===== src/rtl/pc_stack_ctr.sv =====
// Fetch-stage program counter with jumps and a hardware call/return stack.
// Optional macro PC_TRAP_EN: stack over/underflow latches err and freezes pc.
module pc_stack_ctr #(
    parameter int              PC_W     = 8,
    parameter int              DEPTH    = 4,
    parameter logic [PC_W-1:0] RESET_PC = '0
) (
    input  logic            clk,
    input  logic            rst_n,
    input  logic            en,
    input  logic            inc,
    input  logic            jnp,
    input  logic            r2,
    input  logic            jmp,
    input  logic            call,
    input  logic            ret,
    input  logic [PC_W-1:0] target,
    output logic [PC_W-1:0] pc,
    output logic            sp_empty,
    output logic            sp_full,
    output logic            err
);

    localparam int AW = (DEPTH > 1) ? $clog2(DEPTH) : 1;
    localparam logic [AW:0] DEPTH_C = (AW+1)'(DEPTH);

    typedef enum logic [1:0] {
        S_RET  = 2'd0,
        S_CALL = 2'd1,
        S_JMP  = 2'd2,
        S_INC  = 2'd3
    } sel_e;

    logic [PC_W-1:0] stack [DEPTH];
    logic [PC_W-1:0] pc_q;
    logic [PC_W-1:0] pc_n;
    logic [PC_W-1:0] pc_inc;
    logic [AW-1:0]   wp;
    logic [AW-1:0]   wp_n;
    logic [AW-1:0]   wp_dec;
    logic [AW:0]     cnt;
    logic [AW:0]     cnt_n;
    logic [3:0]      sel;
    logic            push;
    logic            active;
    logic            empty;
    logic            full;

    assign pc_inc = pc_q + PC_W'(1);
    assign wp_dec = wp - AW'(1);
    assign empty  = (cnt == '0);
    assign full   = (cnt == DEPTH_C);

    // One-hot command after fixed priority; jnp only counts when r2 is clear
    always_comb begin
        sel = '0;
        if (ret) begin
            sel[S_RET] = 1'b1;
        end else if (call) begin
            sel[S_CALL] = 1'b1;
        end else if (jmp || (jnp && !r2)) begin
            sel[S_JMP] = 1'b1;
        end else if (inc) begin
            sel[S_INC] = 1'b1;
        end
    end

`ifdef PC_TRAP_EN
    logic err_q;
    logic trap;

    assign active = en && !err_q;
`else
    assign active = en;
`endif

    always_comb begin
        pc_n  = pc_q;
        wp_n  = wp;
        cnt_n = cnt;
        push  = 1'b0;
`ifdef PC_TRAP_EN
        trap  = 1'b0;
`endif
        if (active) begin
            unique case (1'b1)
                sel[S_RET]: begin
                    if (!empty) begin
                        pc_n  = stack[wp_dec];
                        wp_n  = wp_dec;
                        cnt_n = cnt - (AW+1)'(1);
                    end else begin
`ifdef PC_TRAP_EN
                        trap = 1'b1;
`else
                        pc_n = pc_inc;
`endif
                    end
                end
                sel[S_CALL]: begin
                    if (!full) begin
                        push  = 1'b1;
                        wp_n  = wp + AW'(1);
                        cnt_n = cnt + (AW+1)'(1);
                        pc_n  = target;
                    end else begin
`ifdef PC_TRAP_EN
                        trap = 1'b1;
`else
                        // Ring overwrite: oldest return address is lost
                        push = 1'b1;
                        wp_n = wp + AW'(1);
                        pc_n = target;
`endif
                    end
                end
                sel[S_JMP]: pc_n = target;
                sel[S_INC]: pc_n = pc_inc;
                default: ;
            endcase
        end
    end

    always_ff @(posedge clk or negedge rst_n) begin
        if (!rst_n) begin
            pc_q <= RESET_PC;
            wp   <= '0;
            cnt  <= '0;
        end else begin
            pc_q <= pc_n;
            wp   <= wp_n;
            cnt  <= cnt_n;
        end
    end

    // Stack storage is not reset; it is never read while cnt is zero
    always_ff @(posedge clk) begin
        if (push) begin
            stack[wp] <= pc_inc;
        end
    end

`ifdef PC_TRAP_EN
    always_ff @(posedge clk or negedge rst_n) begin
        if (!rst_n) begin
            err_q <= 1'b0;
        end else if (trap) begin
            err_q <= 1'b1;
        end
    end

    assign err = err_q;
`else
    assign err = 1'b0;
`endif

    assign pc       = pc_q;
    assign sp_empty = empty;
    assign sp_full  = full;

endmodule


===== config.mk =====
export PLATFORM = sky130hd
export DESIGN_NAME = pc_stack_ctr
export DESIGN_NICKNAME = d
export VERILOG_FILES = /design/src/rtl/pc_stack_ctr.sv
export SDC_FILE = /design/constraint.sdc
export NUM_CORES = 1
export LEC_CHECK = 0
export ABC_AREA = 1
export BUFFER_PORTS_ARGS = -buffer_cell sky130_fd_sc_hd__buf_2
export CORE_ASPECT_RATIO = 0.9
export CORE_MARGIN = 2
export CORE_UTILIZATION = 50
export DETAILED_ROUTE_END_ITERATION = 12
export PLACE_DENSITY_LB_ADDON = 0.3
export SLEW_MARGIN = 30
export SYNTH_ARGS = -nofsm -noshare
export SYNTH_HDL_FRONTEND = slang
export SYNTH_SLANG_ARGS = --single-unit

===== constraint.sdc =====
create_clock -name clk -period 1.77 [get_ports clk]
set_input_delay 0.177 -clock clk [delete_from_list [all_inputs] [get_ports clk]]
set_output_delay 0.177 -clock clk [all_outputs]
set_load 0.05 [all_outputs]

# Word-level counts from Yosys, hierarchy flattened
# Memories as Yosys holds them, arrays and structs flattened.
# Index checks and enable logic that the tools add are counted.
[totals] ram_bits=32 wordCells=40 mem_count=1 ff_bits=13 output_inout_bits=11
[mem_list] name="stack" depth=4 word_bits=8 read_ports=1 rd_ports_with_merged_regs=0 write_ports=1 line_no="34" text="logic [PC_W-1:0] stack [DEPTH];"
[classes] reduce_logical=10 n_addsub=5 eq_ne=3 mux=18
[op_table] cell="case mux 8 bit (3 select lines)" count=1
[op_table] cell="two-way mux 1 bit" count=9
[op_table] cell="two-way mux 3 bit" count=3
[op_table] cell="adder 8 x 1 -> 8 bit, second input constant" count=1
[op_table] cell="two-way mux 8 bit" count=1
[op_table] cell="case mux 3 bit (2 select lines)" count=1
[op_table] cell="two-way mux 2 bit" count=2
[op_table] cell="!= test 2 bit, second input constant" count=2
[op_table] cell="case mux 2 bit (2 select lines)" count=1
[op_table] cell="AND reduction 4 bit" count=1
[op_table] cell="adder 3 x 1 -> 3 bit, second input constant" count=1
[op_table] cell="== test 3 bit, second input constant" count=1
[op_table] cell="zero test 3 bit" count=1
[op_table] cell="AND reduction 3 bit" count=1
[op_table] cell="nonzero test 3 bit" count=1
[op_table] cell="subtractor 3 x 1 -> 3 bit, second input constant" count=1
[op_table] cell="adder 2 x 1 -> 2 bit, second input constant" count=1
[op_table] cell="AND reduction 2 bit" count=1
[op_table] cell="nonzero test 2 bit" count=1
[op_table] cell="OR reduction 2 bit" count=1
[op_table] cell="subtractor 2 x 1 -> 2 bit, second input constant" count=1
[op_table] cell="logical AND 1 bit" count=1
[op_table] cell="zero test 1 bit" count=1
[op_table] cell="logical OR 1 bit" count=1

# Depth between registers and ports, before layout
[logic_depth] word_depth=10 depth_mapped=10 mapped_depth_nobuf=9

# Worst setup path before layout
# Ideal clock, no wire load.
[synth_timing] path_kind="register to register" start="register cnt[1]" end="register cnt[2]" t_arrival_ps=2037 setup_time_ps=125 stages_incl_launch_ff=6 path_buffers=0 period_less_slack_ps=2162 slack_ps=-392 path_cell_list="dfrtp_1 -> nor3_1 -> nand2_1 -> nand2_2 -> nor2_1 -> xor2_1"
[synth_via] elab_chain_len=3 elab_cells_between_ends=10 classes_between="add/sub: 2; eq/ne: 3; mux: 3; reduce/logical: 2"
[synth_lines] element="start, declared" line_no="41" text="logic [AW:0] cnt;"
[synth_lines] element="start signal, assigned" line_no="132" text="cnt <= cnt_n;"
[synth_lines] element="== test 3 bit" line_no="52" text="assign full = (cnt == DEPTH_C);"
[synth_lines] element="net sp_full" line_no="20" text="output logic sp_full,"
[synth_lines] element="!= test 2 bit (no source line)"
[synth_lines] element="AND reduction 4 bit (no source line)"
# The timed path passes the listed nets, and every way through them passes these cells. The select of a mux whose other input is x is not followed.
# A chain may end at the register's enable or synchronous reset.

# Final worst setup path
[layout_timing] start="register wp[0]" end="register pc_q[0] (netlist: pc[0])"
[layout_via] elab_chain_len=4
[layout_lines] element="start, declared" line_no="38" text="logic [AW-1:0] wp;"
[layout_lines] element="start signal, assigned" line_no="131" text="wp <= wp_n;"
[layout_lines] element="subtractor 2 x 1 -> 2 bit" line_no="50" text="assign wp_dec = wp - AW'(1);"
[layout_lines] element="memory read (4 x 8 bit)"
[layout_lines] element="two-way mux 8 bit" line_no="88" text="if (!empty) begin"
[layout_lines] element="case mux 8 bit (3 select lines)" line_no="86" text="unique case (1'b1)"
[layout_lines] element="end signal, assigned" line_no="130" text="pc_q <= pc_n;"
[layout_lines] element="end, declared" line_no="35" text="logic [PC_W-1:0] pc_q;"
# No other way between the ends.

==> metrics.txt <==
Avg Inst Size Synth 8.646 um2; post-CTS setup buffers 0; Avg WL per Cell 14.57 um; delay-heaviest family, CP flip-flops; asr flop ratio synth 0.2889; ANT cells 0; largest stage delay on the critical path 0.42 ns; min Tclk post-route 1.606 ns; status completed; layout cells sized above 1 0.1835; WP data arrival 1.83 ns; Crit path required time 1.99 ns; Psw 2.122 mW; register area share after synthesis 0.5351; Setup CP Type reg -> reg; die span in x 77.09 um; critical path's slowest cell dfrtp_1; H-tree depth 2; fmax 622.8 MHz; post-synth top area cell edfxtp_1; # rows 23; Worst IR Drop VDD 0.001251 V; detail-routed via count per cell 5.146; Initial Utilization 0.5286; Die Ht 69.78 um; Primary FF master, synth edfxtp_1; unrepaired setup endpoints after global routing false; worst-path fanout max 12; CTS Buffer Depth 2; EDFF count, synth 32; Reg power frac 0.352; Num CTS Buffers 5; Synth top area share 0.3998; min-delay worst type in -> reg; clock network power share 0.163; CP Launch Type register; Power Dens Cells 1695 nW/um2; crit path buf inv count 2; dpl hpwl 3942 um; gr usage total 0.2182; final core utilization 0.6081; Syn Nets 301; drt initial violations 229; Routed WL 5507 um; launch point of the worst path wp[0]$_DFFE_PN0P_; crit path capture type register; area grow syn2layout 15.04%; Critical R2R Launch wp[0]$_DFFE_PN0P_; P_leak 1.234 nW; Sink Count 45; Post-Syn Area 2404 um2; Final setup viols 0; multi-input logic area 975.9 um2; synthesized flop and latch total 45; first-pass GRT wire length 9073 um; Port Buffers 26; Netlist cell types 26; Net Sw Frac 0.4526; crit-path cells inv_2, ha_1, buf_4, nor2_1, o21ai_0, o211ai_1, nand2_1, a21oi_1; top post-synthesis cells by area edfxtp_1, dfrtp_1, nand2_1; filler instances 415; TNS Setup 0 ns; Die ar. 5379 um2; Hold Slack 0.2846 ns; core area 4547 um2; DRT antenna net count 0; Final Hold Vio Count 0; routed vias 1,945; Final nets 338; drc violations 0; P_int 2.567 mW; Reg clk slew, reported paths 0.08 ns; Root Buffer clkbuf_8; combinational power share 0.485; vias in the first global route 1,883; Synth Warn # 0; max-cap violations 0; Routability Congestion 0.9080; TritonCTS clock tree built; io pins 28; Cells after Synth 278; Pre-antenna DRT Iters 4; global route overflow 0; antenna violations before repair 0; clk_lat worst skew 0.30 ns; hold_sp target[0]; final clock skew 0.003737 ns; crit share post-route 0.9072; storage element area 1286 um2; largest net degree at the start of global routing 18; Slew Viols, Final 0
## worst reg2reg max path: cells and delay by family, from the launching register on
family                     cells  cell delay, ns
DFF                            1            0.42
AOI/OAI and AO/OA              3            0.35
adders and majority gates      1            0.32
buffers and inverters          2            0.26
and+or+nand+nor                2            0.19
## final timing paths
kind,cells past startpoint,slack [ns],to
hold reg to reg,1,0.51,cnt[2]$_DFFE_PN0P_
setup / recovery,8,0.16,pc[0]$_DFFE_PN0P_
setup reg to reg,8,0.16,pc[0]$_DFFE_PN0P_
min in group asynchronous,2,0.31,cnt[2]$_DFFE_PN0P_
max in group asynchronous,2,1.22,pc[2]$_DFFE_PN0P_
hold / removal,5,0.28,pc[0]$_DFFE_PN0P_
## flip-flops by register name (all words and copies together), names as in the netlist
signal and cells:
cnt 3, pc 8, stack 32, wp 2
## through the flow
stage | setup slack, ns | instance area [um2] | std cells | power (mW)
2_1_floorplan | 0.08349 | 2409 | 278 | 3.283
3_3_place_gp | 0.2712 | 2643 | 369 | 3.859
3_5_place_dp | 0.1707 | 2643 | 369 | 3.909
4_1_cts | 0.07770 | 2763 | 378 | 4.679
5_1_grt | 0.05831 | 2765 | 378 | 5.036
6_report | 0.1643 | 2765 | 378 | 4.688
## placed cells by master, fill, tap and decap left out
cell type | synthesis | routed
nand2_2 | 3 | 3
nand2_1 | 65 | 65
clkinv_1 | 0 | 1
nand4_1 | 1 | 1
nor3_2 | 0 | 1
xor2_1 | 4 | 4
buf_4 | 3 | 10
inv_2 | 4 | 5
dfrtp_1 | 13 | 13
nand2_4 | 1 | 1
bufinv_16 | 0 | 1
xnor2_1 | 1 | 1
fa_1 | 1 | 1
nor2_2 | 1 | 1
nand3_1 | 32 | 32
inv_1 | 22 | 21
clkinvlp_4 | 0 | 1
edfxtp_1 | 32 | 32
ha_1 | 5 | 5
buf_2 | 3 | 25
nand3_2 | 1 | 1
conb_1 | 1 | 1
clkbuf_8 | 0 | 5
o21ai_4 | 1 | 1
dlygate4sd3_1 | 0 | 1
o211ai_1 | 3 | 3
a21oi_1 | 9 | 9
clkbuf_4 | 0 | 1
o21ai_0 | 14 | 14
nor2_4 | 2 | 2
nor2_1 | 54 | 54
## synthesized netlist by cell type, types with 2 or more instances
| cell type | number |
|---|---|
| inv_2 | 4 |
| nand2_1 | 65 |
| edfxtp_1 | 32 |
| a21oi_1 | 9 |
| xor2_1 | 4 |
| nor2_4 | 2 |
| buf_2 | 3 |
| buf_4 | 3 |
| o211ai_1 | 3 |
| nand3_1 | 32 |
| inv_1 | 22 |
| dfrtp_1 | 13 |
| o21ai_0 | 14 |
| nand2_2 | 3 |
| ha_1 | 5 |
| nor2_1 | 54 |
## per-layer routing
layer / vias up / track usage / part of all wire
met4: 0 / 0.07540 / 0.014
met2: 49 / 0.3577 / 0.49
li1: 974 / - / -
met1: 913 / 0.2906 / 0.44
met5: - / 0 / 0
met3: 9 / 0.04297 / 0.054
## power by group through the flow
| stage | Combinational (mW) | Sequential, mW | Clock (mW) |
|---|---|---|---|
| final | 2.27 | 1.65 | 0.764 |
| after global routing | 2.52 | 1.68 | 0.830 |
| after CTS | 2.26 | 1.65 | 0.771 |
| after detailed placement | 2.24 | 1.67 | 0 |
| after global placement | 2.20 | 1.66 | 0 |
| after floorplan | 1.38 | 1.91 | 0 |
## logic make-up (layout without fill, tap and decap cells)
group | after synthesis | in the layout | synth area share
AO/OA/AOI/OAI | 27 | 27 | 0.06403
XOR/XNOR | 5 | 5 | 0.01822
adder cells (fa/ha/maj) | 6 | 6 | 0.03436
buffers and inverters | 33 | 71 | 0.06090
flip-flops | 45 | 45 | 0.5351
other | 1 | 1 | 0.001560
AND/OR/NAND/NOR | 161 | 161 | 0.2858
## layout make-up
class	instances	share of cell area
timing repair buffer	37	0.07873
inverter	26	0.03529
sequential	45	0.4652
clock inverter	3	0.01493
multi-input combinational	200	0.3529
tap	62	0.02805
clock buffer	5	0.02489
## what timing repair did
action                                 CTS  global route
setup endpoints to repair                0             1
hold buffers                             1             0
endpoints found under the hold margin   13             0
resized for setup                        0             2
(Power assumes the default switching activity.)
